**config.mk**
```make
export PLATFORM = sky130hd
export DESIGN_NAME = demux1_4_4b_buf
export DESIGN_NICKNAME = d
export VERILOG_FILES = /design/src/rtl/demux1_4_4b_buf.sv
export SDC_FILE = /design/constraint.sdc
export NUM_CORES = 1
export LEC_CHECK = 0
export BUFFER_PORTS_ARGS = -buffer_cell sky130_fd_sc_hd__buf_2
export CAP_MARGIN = 20
export CORE_UTILIZATION = 42
export DETAILED_ROUTE_END_ITERATION = 8
export GPL_TIMING_DRIVEN = 0
export PLACE_DENSITY = 0.84
export SLEW_MARGIN = 20
export SYNTH_ARGS = -nofsm -noshare
export SYNTH_HDL_FRONTEND = slang
export SYNTH_SLANG_ARGS = --single-unit
```
**constraint.sdc**
```tcl
create_clock -name clk -period 1.5 [get_ports clk]
set_input_delay 0.15 -clock clk [delete_from_list [all_inputs] [get_ports clk]]
set_output_delay 0.15 -clock clk [all_outputs]
set_load 0.01 [all_outputs]
```
**src/rtl/demux1_4_4b_buf.sv**
```systemverilog
// Four-way buffered demultiplexer: one valid/ready input stream steered to four
// one-entry holding registers, selected by S (direct) or a round-robin pointer.
module demux1_4_4b_buf #(
    parameter int N = 4
) (
    input  logic         clk,
    input  logic         rst,
    input  logic [N-1:0] In,
    input  logic         InValid,
    output logic         InReady,
    input  logic [1:0]   S,
    input  logic         Mode,
    output logic [N-1:0] OutA,
    output logic [N-1:0] OutB,
    output logic [N-1:0] OutC,
    output logic [N-1:0] OutD,
    output logic         ValidA,
    output logic         ValidB,
    output logic         ValidC,
    output logic         ValidD,
    input  logic         ReadyA,
    input  logic         ReadyB,
    input  logic         ReadyC,
    input  logic         ReadyD,
    output logic [1:0]   Ptr
);

    logic [N-1:0] data_q [4];
    logic [3:0]   valid_q;
    logic [1:0]   ptr_q;
    logic [3:0]   rdy;
    logic [3:0]   can;
    logic [1:0]   sel;
    logic         accept;

    assign rdy    = {ReadyD, ReadyC, ReadyB, ReadyA};
    assign sel    = Mode ? ptr_q : S;
    // A channel can take a new word if empty or its current word leaves this cycle
    assign can    = ~valid_q | rdy;
    assign InReady = !rst && can[sel];
    assign accept = InValid && InReady;

    always_ff @(posedge clk) begin
        if (rst) begin
            valid_q <= '0;
            ptr_q   <= '0;
            for (int unsigned i = 0; i < 4; i++) begin
                data_q[i] <= '0;
            end
        end else begin
            for (int unsigned i = 0; i < 4; i++) begin
                if (accept && (sel == i[1:0])) begin
                    data_q[i]  <= In;
                    valid_q[i] <= 1'b1;
                end else if (rdy[i]) begin
                    valid_q[i] <= 1'b0;
                end
            end
            if (accept && Mode) begin
                ptr_q <= ptr_q + 2'd1;
            end
        end
    end

    assign OutA   = data_q[0];
    assign OutB   = data_q[1];
    assign OutC   = data_q[2];
    assign OutD   = data_q[3];
    assign ValidA = valid_q[0];
    assign ValidB = valid_q[1];
    assign ValidC = valid_q[2];
    assign ValidD = valid_q[3];
    assign Ptr    = ptr_q;

endmodule

```
## Yosys cells after proc, flatten, opt, wreduce, memory -nomap -nowiden

Memories as Yosys holds them, arrays and structs flattened.
Index checks and enable logic that the tools add are counted.

| word-level totals | value |
|---|---|
| bits in registers | 6 |
| RAM bits | 16 |
| input bits | 14 |
| output and inout port bits | 23 |
| logic and storage cells | 59 |
| memories | 1 |

Memories:

| memory | words | bits a word | read ports | clocked after Yosys merged registers in | wr ports | RTL line | RTL |
|---|---|---|---|---|---|---|---|
| data_q | 4 | 4 | 4 | 0 | 4 | 28 | `logic [N-1:0] data_q [4];` |

| cells by class | value |
|---|---|
| add/sub/neg operators | 1 |
| magnitude comparators | 1 |
| eq/ne operators | 3 |
| muxes and demuxes | 29 |
| bitwise gates (word level) | 6 |
| reductions and logical operators | 13 |

Operator list:

| operator | number |
|---|---|
| $mux W1 | 23 |
| $mux W4 | 4 |
| $reduce_bool A2 Y1 | 4 |
| $logic_and A1 B1 Y1 | 7 |
| $eq A2 B2 Y1 const B | 2 |
| $not A4 Y4 | 1 |
| $or A1 B1 Y1 | 4 |
| $or A4 B4 Y4 | 1 |
| $lt A2 B3 Y1 const B | 1 |
| $add A2 B1 Y2 const B | 1 |
| $bmux W1 S2 | 1 |
| $eq A2 B1 Y1 const B | 1 |
| $logic_not A2 Y1 | 1 |
| $mux W2 | 1 |
| $logic_not A1 Y1 | 1 |

## Longest topological paths before layout

Gate-level depths: netlist of run 1.

| logic depth | value |
|---|---|
| word-level depth | 11 |
| gate-level depth with buffers | 6 |
| mapped depth without buffers | 5 |

## Worst setup path after synthesis of run 1

Ideal clock, no wire load.

| timing | value |
|---|---|
| kind | reg-to-reg |
| start point | register ptr_q[0] (netlist: Ptr[0]) |
| end point | register ptr_q[1] (netlist: Ptr[1]) |
| library setup time | 0.072 ns |
| data arrival time | 1.495 ns |
| required time | 1.428 ns |
| path slack | -0.067 ns |
| cell stages (with the launch flop) | 6 |
| path buffers | 0 |
| period minus slack after synthesis | 1.567 ns |
| cells stage by stage | dfxtp_1 mux2_4 mux2_4 a22o_4 nand4_1 mux2i_1 |

| between the ends | value |
|---|---|
| cells in the longest elaborated chain, start to end | 6 |
| elaborated cells between the ends (all ways) | 7 |
| those cells by class | add/sub (1); mux (3); reduce/logical (3) |

RTL lines:

| item | RTL line | RTL |
|---|---|---|
| start: declaration | 30 | `logic [1:0] ptr_q;` |
| start signal: assignment | 60 | `ptr_q <= ptr_q + 2'd1;` |
| $mux W2 | 37 | `assign sel = Mode ? ptr_q : S;` |
| $bmux W1 S2 | 40 | `assign InReady = !rst && can[sel];` |
| $mux W1 (not written as such) | 40 |  |
| $logic_and A1 B1 Y1 | 40 |  |
| named net InReady | 10 | `output logic InReady,` |
| $logic_and A1 B1 Y1 | 41 | `assign accept = InValid && InReady;` |
| $logic_and A1 B1 Y1 | 59 | `if (accept && Mode) begin` |

The timed path passes the listed nets, and every way through them passes these cells. The select of a mux whose other input is x is not followed.
A chain may end at the register's enable or synchronous reset.

## Worst setup path after layout of run 1

| timing | value |
|---|---|
| start point | register ptr_q[0] (netlist: Ptr[0]) |
| end point | output port InReady |

| between the ends | value |
|---|---|
| cells in the longest elaborated chain, start to end | 4 |

RTL lines:

| item | RTL line |
|---|---|
| $mux W2 | 37 |
| $bmux W1 S2 | 40 |
| $mux W1 (not written as such) | 40 |
| $logic_and A1 B1 Y1 | 40 |
| end: declaration | 10 |

Every way passes these cells. The select of a mux whose other input is x is not followed.

==> metrics.yaml, run 1 <==
routing:
  via_per_inst: 4.97
  detail-route-antenna-nets: 0
  via_count: 746
  drcViolationCount: 0
  wirelength_mm: 1.74
  drt_iter0_markers: 27
  wl_per_cell_um: 11.6
  first_pass_iters: 4
worst_setup_path:
  worst_setup_path_end_kind: "output pin"
  required_ps: 1350
  path_cells: "mux2_4 -> mux2_4 -> a22o_4 -> buf_6"
  critical_path_class: "reg -> out"
  cp_max_fo: 4
  max_stage_delay_ps: 350
  worstPathArrival_ps: 1580
  crit_slowest_cell: "dfxtp_4"
  worstSetupStartpointType: "register"
  cpMostUsedCell: "mux2_4"
pwr:
  p_sw_mw: 0.263
  swShare_pct: 23.0
  p_total_mw: 1.14
  ir_worst_vdd_mv: 0.718
  clkPwrFrac_pct: 20.5
  powerDensity_nw_per_um2: 921
  internal_power_mw: 0.878
  power_leakage_nw: 0.557
  combPwrFrac_pct: 18.3
  power_frac_seq_pct: 61.1
sta:
  rsz0062_at_grt: "true"
  fin_crit_ps: 1730
  fin_crit_sh_pct: 116
  setup_slack_ps: -235
  worst_hold_slack_ps: 153
  hold_viol: 0
  final_max_slew_viol_count: 0
  skew_ps: 1.80
  relSlewSlack_pct: 66.9
  setup_viol: 11
  max_freq_ghz: 0.576
  tightest_slew_ps: 483
clock_network:
  cts.sinks: 22
  cts.clk_slew.worst_paths_ps: 100
  hold_buffers: 0
  clk_path_buf_depth: 2
  cts_tree: "built"
  cts_buffers: 3
  clk_latency_ps: 280
  root_buffer: "clkbuf_4"
  htreeDepth: 1
synthesis:
  synth_area_um2: 965
  ys_seq_area_share_pct: 62.3
  synth_top_area_share_pct: 49.8
  syn_avg_cell_area_um2: 11.9
  synth_edf_count: 16
  synth_common_cells: "nor2_1, edfxtp_1, nand3_1, dfxtp_1, nand2b_1"
  yosysWarnings: 0
  ys_ff_latch: 22
  synthDistinctLibCells: 17
  synth_fp_nets: 95
  synthCells: 81
  synthFlopType: "edfxtp_1"
  yosysMostFrequentCell: "nor2_1"
  ys_async_sr_fraction_pct: 0
  synthTopCellsByArea: "edfxtp_1, dfxtp_1, nor2_1"
  yosys.area.top_type: "edfxtp_1"
status:
  status: "finished, violations left"
  violations: "setup timing"
global_routing:
  overflow: 0
  grt_use_total_pct: 14.8
  grt_first_pass_wirelength_mm: 2.83
  antenna_found_initial: 0
  grt_max_degree: 12
  grt_pass1_vias: 650
die:
  num_rows: 16
  fp.coreArea_um2: 2060
  io_pins: 37
  dieArea_um2: 2490
  start_util_pct: 46.8
  dieWidth_um: 49.9
  die-height_um: 49.9
layout:
  utilization_pct: 60.1
  nets: 139
  n_antenna_cell: 0
  drive_above_1_share_pct: 41.5
  syn_to_final_growth_pct: 28.4
  stdcell_count: 150
worst_hold_path:
  hold_path_class: "in -> reg"
run:
  maxCapViolCount: 0
placement:
  place_inst: 143
  gp_congestion: 0.829
  dp_hpwl_mm: 1.32
  dp_worst_setup_slack_ps: -61.6
  port_buffers: 35
-- logic make-up after synthesis --
kind of cell	after synthesis	synth area share, %
buf+inv	3	1.95
flops	22	62.3
simple gates	39	18.3
compound gates	9	7.91
mux	8	9.60
-- area by class of cell --
type,instances,area (µm²)
flip-flops and latches,22,604
repair buffers,39,211
fillers,184,823
well taps,27,33.8
multi-input cells,56,348
plain buffers,3,18.8
clock buffers,3,22.5
-- power groups by stage --
stage	combinational [mW]	clock (mW)	sequential, mW
global route	0.229	0.269	0.702
floorplan	0.0946	0	0.736
CTS	0.207	0.245	0.698
detailed placement	0.185	0	0.715
finish	0.209	0.234	0.698
global placement	0.180	0	0.714
-- worst max-delay path: cells and delay by family (launching register included) --
family / cells / cell delay (ps)
compound gates: 1 / 250
buf+inv: 1 / 120
flops: 1 / 350
mux: 2 / 580
-- cell usage in the layout, fill, tap and decap left out --
cell type / n
clkbuf_1: 2
nor2_2: 1
buf_6: 2
buf_2: 34
dfxtp_1: 5
a41o_1: 3
dfxtp_4: 1
mux2_2: 2
mux2i_1: 4
edfxtp_1: 16
nand2_1: 5
a21oi_1: 4
buf_4: 4
and2_1: 1
a22o_4: 1
nand3_1: 8
nand4_1: 1
nand2b_1: 6
clkbuf_4: 3
a31o_2: 1
nor2_1: 17
mux2_4: 2
-- sequential cells by signal, indices dropped and copies added, names as in the netlist --
signal	count
Ptr	2
data_q	16
valid_q	4
-- metal layers --
layer / part of all wire, % / global-route usage, % / vias up
met5: 0 / 0 / -
met4: 0.46 / 2.86 / 0
met3: 6.7 / 3.09 / 2
met2: 47 / 23.9 / 33
met1: 46 / 20.6 / 334
li1: - / - / 377
-- repair_timing --
| item | CTS | global route |
|---|---|---|
| pin swaps | 1 | 0 |
| cloned | 0 | 0 |
| gates resized for setup | 2 | 1 |
| setup endpoints to repair | 3 | 23 |
| setup buffers | 4 | 0 |
-- path summary, 6_finish.rpt --
check                            start       to  slack [ps]  cells after the start
worst min register to register  Ptr[1]   Ptr[1]         520                      1
worst min-delay path              Mode   Ptr[0]         150                      3
worst max-delay path            Ptr[0]  InReady        -230                      4
worst max register to register  Ptr[0]   Ptr[1]        -150                      6
-- through the flow --
| stage | setup TNS [ps] | cell area, µm² |
|---|---|---|
| finish | -753 | 1240 |
| global route | -2490 | 1240 |
| CTS | -935 | 1240 |
| detailed placement | -87.4 | 1170 |
| global placement | -36.1 | 1170 |
| floorplan | -43.3 | 966 |
(Power assumes the default switching activity.)
==> inputs of run 2 (changes only) <==
CELL_PAD_IN_SITES_DETAIL_PLACEMENT = 2   (was unset)
CELL_PAD_IN_SITES_GLOBAL_PLACEMENT = 2   (was unset)
CORE_UTILIZATION = 26   (was 42)
GPL_TIMING_DRIVEN = unset   (was 0)
==> metrics.yaml, run 2 (same netlist as run 1, synthesis figures left out) <==
status:
  status: "finished, violations left"
  violations: "setup timing"
worst_setup_path:
  critical_path_class: "reg -> out"
  worstPathArrival_ps: 1540
  path_cells: "mux2_4 -> mux2_4 -> a22o_4 -> buf_6"
  crit_family: "multiplexers"
  cpMostUsedCell: "mux2_4"
  worstSetupStartpointType: "register"
  required_ps: 1350
  worst-path-buf-inv: 1
  crit_slowest_cell: "dfxtp_2"
  cp_max_fo: 3
  max_stage_delay_ps: 330
  worst_setup_path_end_kind: "output pin"
die:
  die-height_um: 62.9
  fp.coreArea_um2: 3440
  io_pins: 37
  num_rows: 21
  dieWidth_um: 62.9
  dieArea_um2: 3960
  start_util_pct: 28.0
clock_network:
  root_buffer: "clkbuf_8"
  cts.sinks: 22
  clk_latency_ps: 260
  cts.clk_slew.worst_paths_ps: 80
  hold_buffers: 0
  clk_path_buf_depth: 2
  cts_tree: "built"
  htreeDepth: 1
  cts_buffers: 3
sta:
  setup_viol: 15
  skew_ps: 2.97
  setup_slack_ps: -189
  tns_ps: -1040
  fin_crit_ps: 1690
  final_max_slew_viol_count: 0
  fin_crit_sh_pct: 113
  hold_viol: 0
  tightest_slew_ps: 329
  rsz0062_at_grt: "true"
  relSlewSlack_pct: 78.1
  max_freq_ghz: 0.592
layout:
  n_antenna_cell: 0
  largest_register_ffs: 16
  final_cell_area_um2: 1370
  utilization_pct: 39.7
  stdcell_count: 174
  final_cell_mix: "buf_2, edfxtp_1, nor2_1"
  syn_to_final_growth_pct: 41.6
  mostFrequentLayoutCell: "buf_2"
  top_register: "data_q"
  nFillCells: 370
  nets: 143
  drive_above_1_share_pct: 51.6
routing:
  wl_per_cell_um: 16.6
  drcViolationCount: 0
  drt_iter0_markers: 35
  first_pass_iters: 3
  wirelength_mm: 2.89
  detail-route-antenna-nets: 0
  via_count: 835
  via_per_inst: 4.80
global_routing:
  grt_pass1_vias: 936
  grt_max_degree: 15
  grt_first_pass_wirelength_mm: 4.64
  grt_use_total_pct: 15.4
  overflow: 0
  antenna_found_initial: 0
pwr:
  power_leakage_nw: 0.606
  powerDensity_nw_per_um2: 978
  ir_worst_vdd_mv: 0.327
  p_total_mw: 1.34
placement:
  gp_congestion: 0.715
  port_buffers: 36
  place_inst: 167
  dp_hpwl_mm: 2.21
  placed_cell_area_um2: 1240
run:
  maxCapViolCount: 0
worst_hold_path:
  hold_path_class: "in -> reg"
[run 2: report_power, final]
group          switching [mW]  internal, mW  leakage, nW
Combinational           0.138         0.118        0.366
Sequential             0.0121         0.689        0.217
Clock                   0.196         0.183       0.0231
[run 2: final timing paths]
kind	endpoint	startpoint	slack [ps]	cells past startpoint
worst max register to register	Ptr[1]	Ptr[0]	-140	6
worst min-delay path	valid_q[1]	ReadyB	230	3
worst max-delay path	InReady	Ptr[0]	-190	4
worst min register to register	Ptr[1]	Ptr[1]	520	1
[run 2: what timing repair did]
action / CTS / global route
buffers inserted: 2 / 1
gates resized for setup: 2 / 11
pin swaps: 2 / 1
setup endpoints to repair: 3 / 15
[run 2: cell type report]
type                            instances  area, µm²  area share [%]
Tap cell                               46       57.6            4.21
Timing Repair Buffer                   46        262            19.1
Multi-Input combinational cell         56        400            29.3
Sequential cell                        22        602            44.0
Clock inverter                          1       3.75           0.275
Clock buffer                            3       41.3            3.02
[run 2: per-stage QoR]
step,setup slack [ps],hold slack (ps)
6_report,-189,227
5_1_grt,-222,247
4_1_cts,-185,211
3_5_place_dp,-81.5,482
3_3_place_gp,9.60,471
2_1_floorplan,-24.2,337
[run 2: routing by layer]
layer  routed length (µm)  global-route usage, %
met5                    0                      0
met4                   11                   3.49
met3                  145                   3.28
met2                 1540                   28.2
met1                 1200                   17.9
[run 2: worst reg2reg max path: stages (launching register included)]
cell and delay (ps):
dfxtp_2 330, mux2_4 270, mux2_4 310, a22o_4 250
buf_4 130, nand4_1 90, mux2i_1 190
==> inputs of run 3 (changes only) <==
ABC_CLOCK_PERIOD_IN_PS = 1500   (was unset)
CORE_MARGIN = 5   (was unset)
==> metrics.yaml, run 3 (same netlist as run 1, synthesis figures left out) <==
status:
  status: "finished, violations left"
  violations: "setup timing"
die:
  num_rows: 22
  dieArea_um2: 5030
  io_pins: 37
  dieWidth_um: 70.9
  start_util_pct: 26.5
  fp.coreArea_um2: 3630
  die-height_um: 70.9
routing:
  wl_met2_mm: 1.47
  highest_layer: "met4"
  first_pass_iters: 3
  via_count: 809
  drcViolationCount: 0
  drt_iter0_markers: 29
  detail-route-antenna-nets: 0
  via_per_inst: 4.68
  wirelength_mm: 2.94
  wl_met3_um: 221
  met1_length_mm: 1.23
  wl_per_cell_um: 17.0
clock_network:
  clk_latency_ps: 260
  root_buffer: "clkbuf_8"
  clk_path_buf_depth: 2
  cts.clk_slew.worst_paths_ps: 80
  cts_buffers: 3
  htreeDepth: 1
  cts_tree: "built"
  cts.sinks: 22
sta:
  tightest_slew_ps: 371
  setup_slack_ps: -196
  skew_ps: 2.57
  setup_viol: 3
  max_freq_ghz: 0.590
  final_max_slew_viol_count: 0
  hold_viol: 0
  rsz0062_at_grt: "true"
  relSlewSlack_pct: 74.6
  fin_crit_ps: 1700
  worst_hold_slack_ps: 201
  fin_crit_sh_pct: 113
placement:
  gp_congestion: 0.744
  dp_worst_setup_slack_ps: -56.0
  port_buffers: 36
  dp_hpwl_mm: 2.28
  place_inst: 169
global_routing:
  grt_pass1_vias: 890
  grt_first_pass_wirelength_mm: 4.82
  grt_use_total_pct: 12.3
  grt_max_degree: 15
  antenna_found_initial: 0
  overflow: 0
worst_setup_path:
  critical_path_class: "reg -> out"
  worstPathArrival_ps: 1550
  required_ps: 1350
  cp_max_fo: 4
  worst_setup_path_end_kind: "output pin"
  worstSetupStartpointType: "register"
layout:
  drive_above_1_share_pct: 47.2
  nets: 141
  largest_register_ffs: 16
  n_antenna_cell: 0
  stdcell_count: 173
  nFillCells: 434
  mostFrequentLayoutCell: "buf_2"
  final_cell_mix: "buf_2, nor2_1, edfxtp_1"
  top_register: "data_q"
  syn_to_final_growth_pct: 37.7
pwr:
  powerDensity_nw_per_um2: 989
  power_leakage_nw: 0.579
  ir_worst_vdd_mv: 0.315
worst_hold_path:
  hold_path_class: "in -> reg"
run:
  maxCapViolCount: 0
[run 3: report_power, final]
group	internal, mW	switching (mW)	leakage, nW
Sequential	0.689	0.0124	0.217
Combinational	0.109	0.133	0.340
Clock	0.179	0.191	0.0216
[run 3: timing repair]
action,CTS,global route
endpoints found under the setup margin,7,16
setup buffers,2,1
resized for setup,5,1
endpoints found under the hold margin,0,0
pin swaps,2,2
hold buffers,0,0
[run 3: worst paths after layout]
path | start | to | slack (ps) | cells after the start
setup / recovery | Ptr[0] | InReady | -200 | 4
hold / removal | Mode | Ptr[0] | 200 | 3
setup reg to reg | Ptr[0] | Ptr[1] | -140 | 6
hold reg to reg | Ptr[1] | Ptr[1] | 510 | 1
[run 3: through the flow]
stage,area [µm²],utilization [%],power [mW],setup TNS [ps]
2_1_floorplan,966,-,0.831,-43.3
3_3_place_gp,1240,34.1,0.923,0
3_5_place_dp,1240,34.1,0.940,-229
4_1_cts,1330,36.7,1.33,-479
5_1_grt,1330,36.6,1.38,-572
6_report,1330,36.6,1.31,-437
[run 3: layer usage]
metal	track usage [%]	vias up
met5	0	-
met4	2.51	0
met3	3.55	2
met2	21.7	32
met1	14.9	392
li1	-	383
[run 3: final cells by class]
class	count	area [µm²]	area share, %
Clock buffer	3	41.3	3.11
Multi-Input combinational cell	56	379	28.5
Sequential cell	22	602	45.3
Tap cell	48	60.1	4.52
Timing Repair Buffer	44	246	18.5
[run 3: critical path, cell delays in order (launching register included)]
cell and delay, ps:
dfxtp_2 330, mux2_4 280, mux2_4 310, a22o_4 250, buf_6 120
